==> src/rtl/dmem_arbiter_pkg.sv <==
// Shared types and widths for the data-memory arbiter.
package dmem_arbiter_pkg;

  localparam int unsigned DATA_W = 32;
  localparam int unsigned WORD_W = DATA_W - 2;
  localparam int unsigned ID_W   = 1;
  localparam int unsigned CNT_W  = 4;

  typedef enum logic [1:0] {
    ST_IDLE   = 2'd0,
    ST_ACCESS = 2'd1,
    ST_RESP   = 2'd2
  } state_e;

  // Per-access context held from grant until the response retires.
  typedef struct packed {
    logic [ID_W-1:0] id;
    logic            we;
    logic            in_range;
  } xfer_t;

endpackage

==> src/rtl/dmem_arbiter_rr_arbiter2.sv <==
// Two-way round-robin pick; ptr=0 favours port 0 on a tie.
module rr_arbiter2 (
  input  logic       clk,
  input  logic       reset,
  input  logic [1:0] req,
  input  logic       advance,
  output logic [1:0] gnt
);

  logic ptr;

  always_comb begin
    gnt = req;
    if (req == 2'b11) begin
      gnt = ptr ? 2'b10 : 2'b01;
    end
  end

  // After a grant the other port is favoured next time.
  always_ff @(posedge clk or posedge reset) begin
    if (reset) begin
      ptr <= 1'b0;
    end else if (advance && (|gnt)) begin
      ptr <= gnt[0];
    end
  end

endmodule

==> src/rtl/dmem_arbiter.sv <==
// Shares the single-port data memory between the CPU data port (0) and a loader (1).
module dmem_arbiter
  import dmem_arbiter_pkg::*;
#(
  parameter int unsigned DEPTH       = 64,
  parameter int unsigned WAIT_STATES = 1
) (
  input  logic              clk,
  input  logic              reset,
  input  logic              m0_req,
  input  logic              m0_we,
  input  logic [DATA_W-1:0] m0_addr,
  input  logic [DATA_W-1:0] m0_wdata,
  output logic              m0_gnt,
  output logic              m0_rvalid,
  output logic [DATA_W-1:0] m0_rdata,
  output logic              m0_err,
  input  logic              m1_req,
  input  logic              m1_we,
  input  logic [DATA_W-1:0] m1_addr,
  input  logic [DATA_W-1:0] m1_wdata,
  output logic              m1_gnt,
  output logic              m1_rvalid,
  output logic [DATA_W-1:0] m1_rdata,
  output logic              m1_err,
  output logic              mem_we,
  output logic [DATA_W-1:0] mem_addr,
  output logic [DATA_W-1:0] mem_wd,
  input  logic [DATA_W-1:0] mem_rd
);

  state_e            state;
  xfer_t             xfer;
  logic [CNT_W-1:0]  cnt;
  logic [1:0]        arb_gnt;
  logic              idle;
  logic              sel;
  logic              sel_we;
  logic [DATA_W-1:0] sel_addr;
  logic [DATA_W-1:0] sel_wdata;
  logic              sel_in_range;
  logic [DATA_W-1:0] cap_data;
  logic              to_p0;

  assign idle = (state == ST_IDLE);

  rr_arbiter2 u_rr (
    .clk     (clk),
    .reset   (reset),
    .req     ({m1_req, m0_req}),
    .advance (idle),
    .gnt     (arb_gnt)
  );

  // Grants are only offered from IDLE and are visible in the same cycle.
  assign m0_gnt = idle & arb_gnt[0];
  assign m1_gnt = idle & arb_gnt[1];

  assign sel          = arb_gnt[1];
  assign sel_we       = sel ? m1_we    : m0_we;
  assign sel_addr     = sel ? m1_addr  : m0_addr;
  assign sel_wdata    = sel ? m1_wdata : m0_wdata;
  assign sel_in_range = sel_addr[DATA_W-1:2] < WORD_W'(DEPTH);

  // Writes and out-of-range accesses always report zero data.
  assign cap_data = (xfer.we || !xfer.in_range) ? '0 : mem_rd;
  assign to_p0    = (xfer.id == '0);

  always_ff @(posedge clk or posedge reset) begin
    if (reset) begin
      state     <= ST_IDLE;
      xfer      <= '0;
      cnt       <= '0;
      mem_we    <= 1'b0;
      mem_addr  <= '0;
      mem_wd    <= '0;
      m0_rvalid <= 1'b0;
      m0_rdata  <= '0;
      m0_err    <= 1'b0;
      m1_rvalid <= 1'b0;
      m1_rdata  <= '0;
      m1_err    <= 1'b0;
    end else begin
      case (state)
        ST_IDLE: begin
          if (|arb_gnt) begin
            xfer.id       <= ID_W'(sel);
            xfer.we       <= sel_we;
            xfer.in_range <= sel_in_range;
            cnt           <= CNT_W'(WAIT_STATES);
            mem_addr      <= sel_addr & ~DATA_W'(3);
            mem_wd        <= sel_wdata;
            mem_we        <= (WAIT_STATES == 0) && sel_we && sel_in_range;
            state         <= ST_ACCESS;
          end
        end
        ST_ACCESS: begin
          if (cnt != '0) begin
            cnt    <= cnt - CNT_W'(1);
            // Strobe lands in the cycle where the counter reaches zero.
            mem_we <= (cnt == CNT_W'(1)) && xfer.we && xfer.in_range;
          end else begin
            mem_we    <= 1'b0;
            mem_addr  <= '0;
            mem_wd    <= '0;
            m0_rvalid <= to_p0;
            m0_rdata  <= to_p0 ? cap_data : '0;
            m0_err    <= to_p0 && !xfer.in_range;
            m1_rvalid <= !to_p0;
            m1_rdata  <= to_p0 ? '0 : cap_data;
            m1_err    <= !to_p0 && !xfer.in_range;
            state     <= ST_RESP;
          end
        end
        ST_RESP: begin
          m0_rvalid <= 1'b0;
          m0_rdata  <= '0;
          m0_err    <= 1'b0;
          m1_rvalid <= 1'b0;
          m1_rdata  <= '0;
          m1_err    <= 1'b0;
          state     <= ST_IDLE;
        end
        default: state <= ST_IDLE;
      endcase
    end
  end

endmodule

==> config.mk <==
export PLATFORM = sky130hd
export DESIGN_NAME = dmem_arbiter
export DESIGN_NICKNAME = d
export VERILOG_FILES = /design/src/rtl/dmem_arbiter_pkg.sv /design/src/rtl/dmem_arbiter_rr_arbiter2.sv /design/src/rtl/dmem_arbiter.sv
export SDC_FILE = /design/constraint.sdc
export NUM_CORES = 1
export LEC_CHECK = 0
export ABC_AREA = 1
export ABC_CLOCK_PERIOD_IN_PS = 10000
export BUFFER_PORTS_ARGS = -buffer_cell sky130_fd_sc_hd__buf_2
export CORE_MARGIN = 2
export CORE_UTILIZATION = 52
export CTS_BUF_LIST = sky130_fd_sc_hd__clkbuf_2 sky130_fd_sc_hd__clkbuf_4 sky130_fd_sc_hd__clkbuf_8
export CTS_CLUSTER_DIAMETER = 100
export DETAILED_ROUTE_END_ITERATION = 7
export GPL_TIMING_DRIVEN = 1
export PLACE_DENSITY = 0.95
export SLEW_MARGIN = 20
export SYNTH_ARGS = -nofsm -noshare
export SYNTH_HDL_FRONTEND = slang
export SYNTH_HIERARCHICAL = 1
export SYNTH_SLANG_ARGS = --single-unit
==> constraint.sdc <==
create_clock -name clk -period 10 [get_ports clk]
set_input_delay 1 -clock clk [delete_from_list [all_inputs] [get_ports clk]]
set_output_delay 1 -clock clk [all_outputs]
set_load 0.01 [all_outputs]
* Yosys cells after proc, flatten, opt, wreduce, memory -nomap -nowiden *
Cells that the tools add are included.
W data, S select, Z words.

word-level totals
  register bits = 143
  bits of input ports = 166
  output and inout port bits = 135
  logic and storage cells = 79

operators by class
  add/subtract/negate cells = 1
  order comparisons = 1
  equal/unequal tests = 7
  muxes and demuxes = 34
  bitwise gates (word level) = 3
  reduce and logical (&&, ||, !) cells = 18

operators with widths
  operator               number
  $mux W32               10
  $pmux W32 S2           4
  $lt A30 B7 Y1 const B  1
  $pmux W1 S2            5
  $mux W2                4
  $mux W4                2
  $pmux W4 S2            1
  $reduce_and A2 Y1      4
  $mux W1                7
  $reduce_and A3 Y1      2
  $logic_and A1 B1 Y1    5
  $eq A2 B2 Y1 const B   2
  $eq A4 B1 Y1 const B   1
  $ne A2 B2 Y1 const B   2
  $pmux W2 S2            1
  $reduce_bool A2 Y1     2
  $reduce_bool A4 Y1     1
  $sub A4 B1 Y4 const B  1
  $and A1 B1 Y1          2
  $eq A2 B1 Y1 const B   1
  $logic_not A2 Y1       1
  $ne A2 B1 Y1 const B   1
  $reduce_or A2 Y1       1
  $logic_not A1 Y1       1
  other kinds (2)        2

* Logic depth before layout (Yosys ltp) *
Gate-level depths: netlist (run 1).

  word-level depth = 6
  gate-level depth with buffers = 13
  depth with buffers taken out = 11

* Cells and area by module *
Netlist (run 1), hierarchy kept.

modules (own cells, without submodules)
  module        times used  cells each  area each (µm²)
  dmem_arbiter  1           790         6,436.2
  rr_arbiter2   1           9           63.8

* Least setup slack after synthesis (run 1) *
No wires, ideal clock.

  kind = input -> output
  from = input port m1_req
  to = output port m1_gnt
  arrival = 1.759 ns
  setup slack = 7.241 ns
  stages on the path = 5
  path through = a21boi_1 > inv_2 > buf_2 > clkbuf_1 > nor2_1

on the way
  cells in the longest elaborated chain, start to end = 3

RTL lines
  what                RTL line                        text
  start: declaration  dmem_arbiter.sv:18              input logic m1_req,
  $eq A2 B2 Y1        dmem_arbiter_rr_arbiter2.sv:14  if (req == 2'b11) begin
  $mux W2 (*)         dmem_arbiter_rr_arbiter2.sv:14
  $and A1 B1 Y1 (*)   dmem_arbiter.sv:57              assign m1_gnt = idle & arb_gnt[1];
  end: declaration    dmem_arbiter.sv:22              output logic m1_gnt,

Every way passes the cells marked *; elsewhere a longest branch is shown, timed or not.

* Final worst setup path (run 1) *
  from = input port m1_req
  to = output port m1_gnt

on the way
  cells in the longest elaborated chain, start to end = 3

RTL lines
  what                  RTL line                        text
  $eq A2 B2 Y1          dmem_arbiter_rr_arbiter2.sv:14
  $mux W2 (*)           dmem_arbiter_rr_arbiter2.sv:14
  named net arb_gnt[1]  dmem_arbiter.sv:35              logic [1:0] arb_gnt;
  $and A1 B1 Y1 (*)     dmem_arbiter.sv:57

Mark *: on every way through the listed nets, which the timed path passes. The rest lies on a longest branch.

==> results of run 1 <==
final timing paths:
path	to	from	slack, ps
max in group asynchronous	mem_wd[18]$_DFFE_PP0P_	reset	8040
min in group clk	mem_addr[17]$_DFFE_PP0P_	mem_addr[17]$_DFFE_PP0P_	510
min	u_rr/ptr$_DFFE_PP0P_	reset	440
max	m1_gnt	m1_req	6400
max reg2reg	mem_addr[7]$_DFFE_PP0P_	u_rr/ptr$_DFFE_PP0P_	7000
min reg2reg	mem_addr[17]$_DFFE_PP0P_	mem_addr[17]$_DFFE_PP0P_	510
layout make-up:
cell class / count / area [um2] / share of cell area [%]
multi-input combinational: 494 / 2290 / 27.4
sequential: 141 / 3530 / 42.1
clock buffer: 22 / 297 / 3.54
inverter: 113 / 429 / 5.12
timing repair buffer: 299 / 1510 / 18.0
antenna: 2 / 5.00 / 0.0597
tap: 168 / 210 / 2.51
clock inverter: 10 / 113 / 1.34
state kept, by name, summed over array words and instances, names as in the netlist:
signal / flops
cnt: 4
m0_rdata: 32
mem_addr: 30
mem_we: 1
state: 2
mem_wd: 32
xfer: 3
m0_rvalid: 1
m1_rdata: 32
u_rr/ptr: 1
m1_err: 1
m0_err: 1
m1_rvalid: 1
logic make-up after synthesis:
kind of cell / synth area share (%)
AO/OA/AOI/OAI: 14.8
other: 0.0577
adder cells (fa/ha/maj): 0.385
flip-flops: 54.3
buffers and inverters: 10.8
AND/OR/NAND/NOR: 19.7
stage by stage:
step / hold WS [ps] / area [um2] / std cells / util [%]
finish: 438 / 8390 / 1249 / 69.2
global route: 427 / 8380 / 1247 / 69.2
CTS: 406 / 8380 / 1247 / 69.2
detailed placement: 490 / 7970 / 1215 / 65.8
global placement: 479 / 7970 / 1215 / 65.8
floorplan: 464 / 6500 / 800 / -
layer usage:
layer	GRT usage, %	routed length, um
met5	0	0
met4	14.2	670
met3	6.90	1450
met2	45.9	9000
met1	33.3	7180
cells in the mapped netlist:
master      n
nand2_1   142
dfrtp_1   141
nor2_1    131
inv_1     110
o21ai_0    66
o22ai_1    62
a21oi_1    40
nand3_1    30
buf_2      25
buf_4      14
clkbuf_1   12
nand4_1     7
inv_2       3
nand2_2     3
ha_1        2
a21boi_0    1
a21boi_1    1
a31oi_1     1
buf_1       1
conb_1      1
nand3_4     1
nor2_2      1
nor2_4      1
o21ai_1     1
o21ai_4     1
or2_2       1
power breakdown:
group	leakage, nW	internal (mW)	switching (mW)
sequential	1.82	0.727	0.0845
clock	0.196	0.250	0.211
combinational	2.48	0.300	0.609
placed cells by master, fill, tap and decap left out, types with 5 or more instances in the layout:
cell | Yosys | layout
nor2_1 | 131 | 131
nand3_1 | 30 | 30
o21ai_0 | 66 | 66
nand2_1 | 142 | 142
inv_1 | 110 | 109
buf_2 | 25 | 294
clkinvlp_4 | 0 | 5
a21oi_1 | 40 | 40
buf_4 | 14 | 5
nand4_1 | 7 | 7
dfrtp_1 | 141 | 141
clkbuf_8 | 0 | 21
o22ai_1 | 62 | 62
worst max-delay path, cell delays in order:
cell and delay (ps):
buf_2 110, a21boi_4 530, inv_2 520, nor2_1 240, buf_2 160
==> flow_summary.json, run 1 <==
{
  "rows": 40,
  "wl_per_cell_um": 14.6,
  "syn_inst": 799,
  "cts_hold_buf": 0,
  "cp_max_fo": 65,
  "synth-seq-area-share_pct": 54.3,
  "synth_largest_area_cell": "dfrtp_1",
  "outcome": "finished, final reports clean",
  "drt-vias-per-instance": 5.08,
  "vias": 6341,
  "place_ws_ps": 6370,
  "place_congestion": 0.886,
  "first_iter_violations": 649,
  "crit_arrival_ps": 2600,
  "syn-cell-area_um2": 6500,
  "grt_pass1_wl_um": 28700,
  "grt_use_total_pct": 27.6,
  "synth_top_area_share_pct": 54.3,
  "grt_pass1_vias": 5888,
  "worstSetupStartpointType": "input pin",
  "nets": 1234,
  "cap_violations": 0,
  "antenna_found_initial": 2,
  "num-fill-cells": 915,
  "drive_gt1_share_pct": 32.0,
  "cts_resized": 0,
  "wl_um": 18300,
  "setup_viol": 0,
  "cts_max_level": 4,
  "dieHeight_um": 116,
  "cts_tree": "done",
  "drt-pass1-iter-count": 4,
  "cts.path.max_buffers": 2,
  "slew_headroom_pct": 33.0,
  "synth.ff_latch_count": 141,
  "drcViolationCount": 0,
  "rsz0062_at_grt": "no",
  "cts_setup_buffers": 0,
  "worst_slew_pin_slew_ps": 1000,
  "io_pins": 301,
  "clock_latency_ps": 440,
  "portBuffers": 294,
  "timing.fmax_ghz": 0.278,
  "reg2reg_depth": 8,
  "fin_total_pwr_mw": 2.18,
  "final-hold-violation-count": 0,
  "finalCritPeriodShare_pct": 36.0,
  "power.density_nw_per_um2": 260,
  "cp-end-kind": "output port",
  "leakage_nw": 4.50,
  "grt_max_degree": 77,
  "ant_nets": 0,
  "hold_class": "in -> async",
  "slew_violations": 0,
  "netlist_top_cells_area": "dfrtp_1, nand2_1, nor2_1",
  "clockRootBuffer": "clkbuf_8",
  "clock-sinks": 141,
  "period_needed_ps": 3600,
  "ir_drop_mv": 0.144,
  "cp.required_ps": 9000,
  "start_util_pct": 53.7,
  "critPathKind": "in -> out",
  "fp.dieW_um": 116,
  "clkTransAtPathRegs_ps": 70,
  "cts_buffers": 17,
  "setup_tns_ps": 0,
  "dieArea_um2": 13400,
  "overflow": 0,
  "finClkSkew_ps": 11.2,
  "core-area_um2": 12100,
  "ys_warn_count": 6,
  "synthDistinctLibCells": 26,
  "fin_ws_ps": 6400,
  "avgSynthCellArea_um2": 8.14,
  "syn_to_final_growth_pct": 29.0,
  "dp_hpwl_um": 12900
}
(Power assumes the default switching activity.)
==> inputs of run 2 (changes only) <==
- ABC_CLOCK_PERIOD_IN_PS: 10000 -> 3000
- CORE_UTILIZATION: 52 -> 44
- PLACE_DENSITY: 0.95 -> 0.86
- clock period: 10 -> 3 ns (I/O delays scaled with it)
==> run 2 against run 1 <==
Against the previous run:
- non-clock buffer count grew 5
- setup slack lost 5800 ps
- hold slack lost 330 ps
- core utilization shrank 10 points
- flip-flop and latch count is the same
- power grew to 3.4 times the previous value
- wire length is essentially flat
- global-route usage shrank 4.2 points
- register-to-register slack lost 6400 ps
- critical path type is now reg -> reg
- critical endpoint is now m1_rdata[20]$_DFFE_PP0P_
- largest power group unchanged
- highest routed layer is now met5
==> flow_summary.json, run 2 (synthesis gave the netlist of run 1 again) <==
{
  "outcome": "finished, final reports clean",
  "first_iter_violations": 390,
  "netSwitchingFraction_pct": 40.3,
  "nets": 1239,
  "ir_drop_mv": 0.453,
  "crit_end": "m1_rdata[20]$_DFFE_PP0P_",
  "period_needed_ps": 2360,
  "top_regs": "m0_rdata x32, m1_rdata x32, mem_wd x32",
  "intPower_mw": 4.49,
  "drt-vias-per-instance": 4.99,
  "layout_common_cells": "buf_2, nand2_1, dfrtp_1",
  "rr_startpoint": "cnt[0]$_DFFE_PP0P_",
  "cts.path.max_buffers": 2,
  "finalCritPeriodShare_pct": 78.7,
  "p_seq_share_pct": 35.8,
  "overflow": 0,
  "antenna_found_initial": 1,
  "clockRootBuffer": "clkbuf_8",
  "ant_nets": 0,
  "vias": 6338,
  "power.switching_mw": 3.03,
  "drt-pass1-iter-count": 5,
  "clock_latency_ps": 440,
  "worst_slew_pin_slew_ps": 866,
  "crit_family": "buffers and inverters",
  "route.met3.wl_um": 1380,
  "pwr-share-clk_pct": 24.0,
  "cap_violations": 0,
  "cts_max_level": 4,
  "fin_ws_ps": 638,
  "cp-end-kind": "register",
  "io_pins": 301,
  "fp.dieW_um": 126,
  "worst_r2r_endpoint": "m1_rdata[20]$_DFFE_PP0P_",
  "cp_max_fo": 38,
  "place_ws_ps": 691,
  "critPathKind": "reg -> reg",
  "final_common_cell": "buf_2",
  "start_util_pct": 44.9,
  "cts_resized": 0,
  "grt_pass1_vias": 5896,
  "clkTransAtPathRegs_ps": 80,
  "dieHeight_um": 126,
  "wl_per_cell_um": 14.4,
  "comb_power_share_pct": 40.2,
  "rows": 44,
  "syn_to_final_growth_pct": 31.1,
  "setup_tns_ps": 0,
  "crit_arrival_ps": 2650,
  "wl_met1_um": 7620,
  "setup_viol": 0,
  "reg2reg_depth": 6,
  "rsz0062_at_grt": "no",
  "finClkSkew_ps": 11.8,
  "grt_max_degree": 77,
  "cts_setup_buffers": 0,
  "leakage_nw": 4.56,
  "max_stage_delay_ps": 500,
  "final-hold-violation-count": 0,
  "min_from": "mem_rd[8]",
  "dieArea_um2": 15800,
  "place_congestion": 0.828,
  "timing.fmax_ghz": 0.423,
  "cp.buffers_inverters": 2,
  "portBuffers": 294,
  "hold_class": "in -> reg",
  "core-area_um2": 14500,
  "slew_violations": 0,
  "slew_headroom_pct": 42.0,
  "drive_gt1_share_pct": 32.2,
  "drcViolationCount": 0,
  "reg2reg_slack_ps": 640,
  "crit_cells": 6,
  "critPathSlowestCell": "buf_4",
  "crit_chain": "inv_1 -> ha_1 -> nand3_4 -> o21ai_4 -> buf_4 -> o22ai_1",
  "cts_tree": "done",
  "wl_um": 18300,
  "cp.required_ps": 3290,
  "worstSetupStartpointType": "register",
  "cts_buffers": 17,
  "wl_met2_um": 8890,
  "dp_hpwl_um": 13000,
  "grt_use_total_pct": 23.3,
  "clock-sinks": 141,
  "top_layer_used": "met5",
  "timing.critical_path.from": "cnt[0]$_DFFE_PP0P_",
  "power.density_nw_per_um2": 883,
  "grt_pass1_wl_um": 29300
}
==> run 2: worst min-delay path by stage <==
stage	slack (ps)	cells past startpoint	to
floorplan	30	1	u_rr/ptr$_DFFE_PP0P_
global placement	170	2	u_rr/ptr$_DFFE_PP0P_
detailed placement	170	2	u_rr/ptr$_DFFE_PP0P_
CTS	80	3	m1_rdata[8]$_DFFE_PP0P_
global route	90	3	m1_rdata[7]$_DFFE_PP0P_
finish	110	3	m1_rdata[8]$_DFFE_PP0P_
==> run 2: timing repair <==
| item | 4_1_cts | 5_1_grt |
|---|---|---|
| hold endpoints to repair | 27 | 0 |
| hold buffers | 1 | 0 |
| setup endpoints to repair | 0 | 0 |
==> run 2: final cells by class <==
class | count | area (um2)
Inverter | 113 | 428
Sequential cell | 141 | 3530
Clock buffer | 20 | 269
Fill cell | 1249 | 5960
Timing Repair Buffer | 304 | 1560
Tap cell | 184 | 230
Multi-Input combinational cell | 494 | 2290
Clock inverter | 12 | 208
Antenna cell | 1 | 2.50
==> run 2: metal layers <==
metal	global-route usage [%]	up-vias
met5	0	-
met4	8.82	2
met3	5.35	34
met2	38.5	329
met1	30.0	2882
li1	-	3091
==> run 2: per-stage QoR <==
stage                     area (um2)  power [mW]  util, %  hold slack (ps)  cells
after floorplan                 6510        4.80        -             28.7    800
final                           8520        7.52     58.9              111   1269
after CTS                       8520        7.57     58.8             75.5   1268
after global placement          8030        5.64     55.5              171   1235
after global routing            8520        8.11     58.8             87.9   1268
after detailed placement        8030        5.75     55.5              171   1235
==> run 2: worst reg2reg max path, stage by stage, from the launching register on <==
cell and delay, ps:
dfrtp_1 390, inv_1 110, ha_1 250, nand3_4 320
o21ai_4 460, buf_4 510, o22ai_1 170
==> run 2: power by group through the flow <==
stage          Clock [mW]  Sequential [mW]  Combinational [mW]
2_1_floorplan           0             2.92                1.89
3_3_place_gp            0             2.71                2.93
3_5_place_dp            0             2.72                3.03
4_1_cts              1.84             2.69                3.04
5_1_grt              1.94             2.76                3.41
6_report             1.81             2.69                3.02
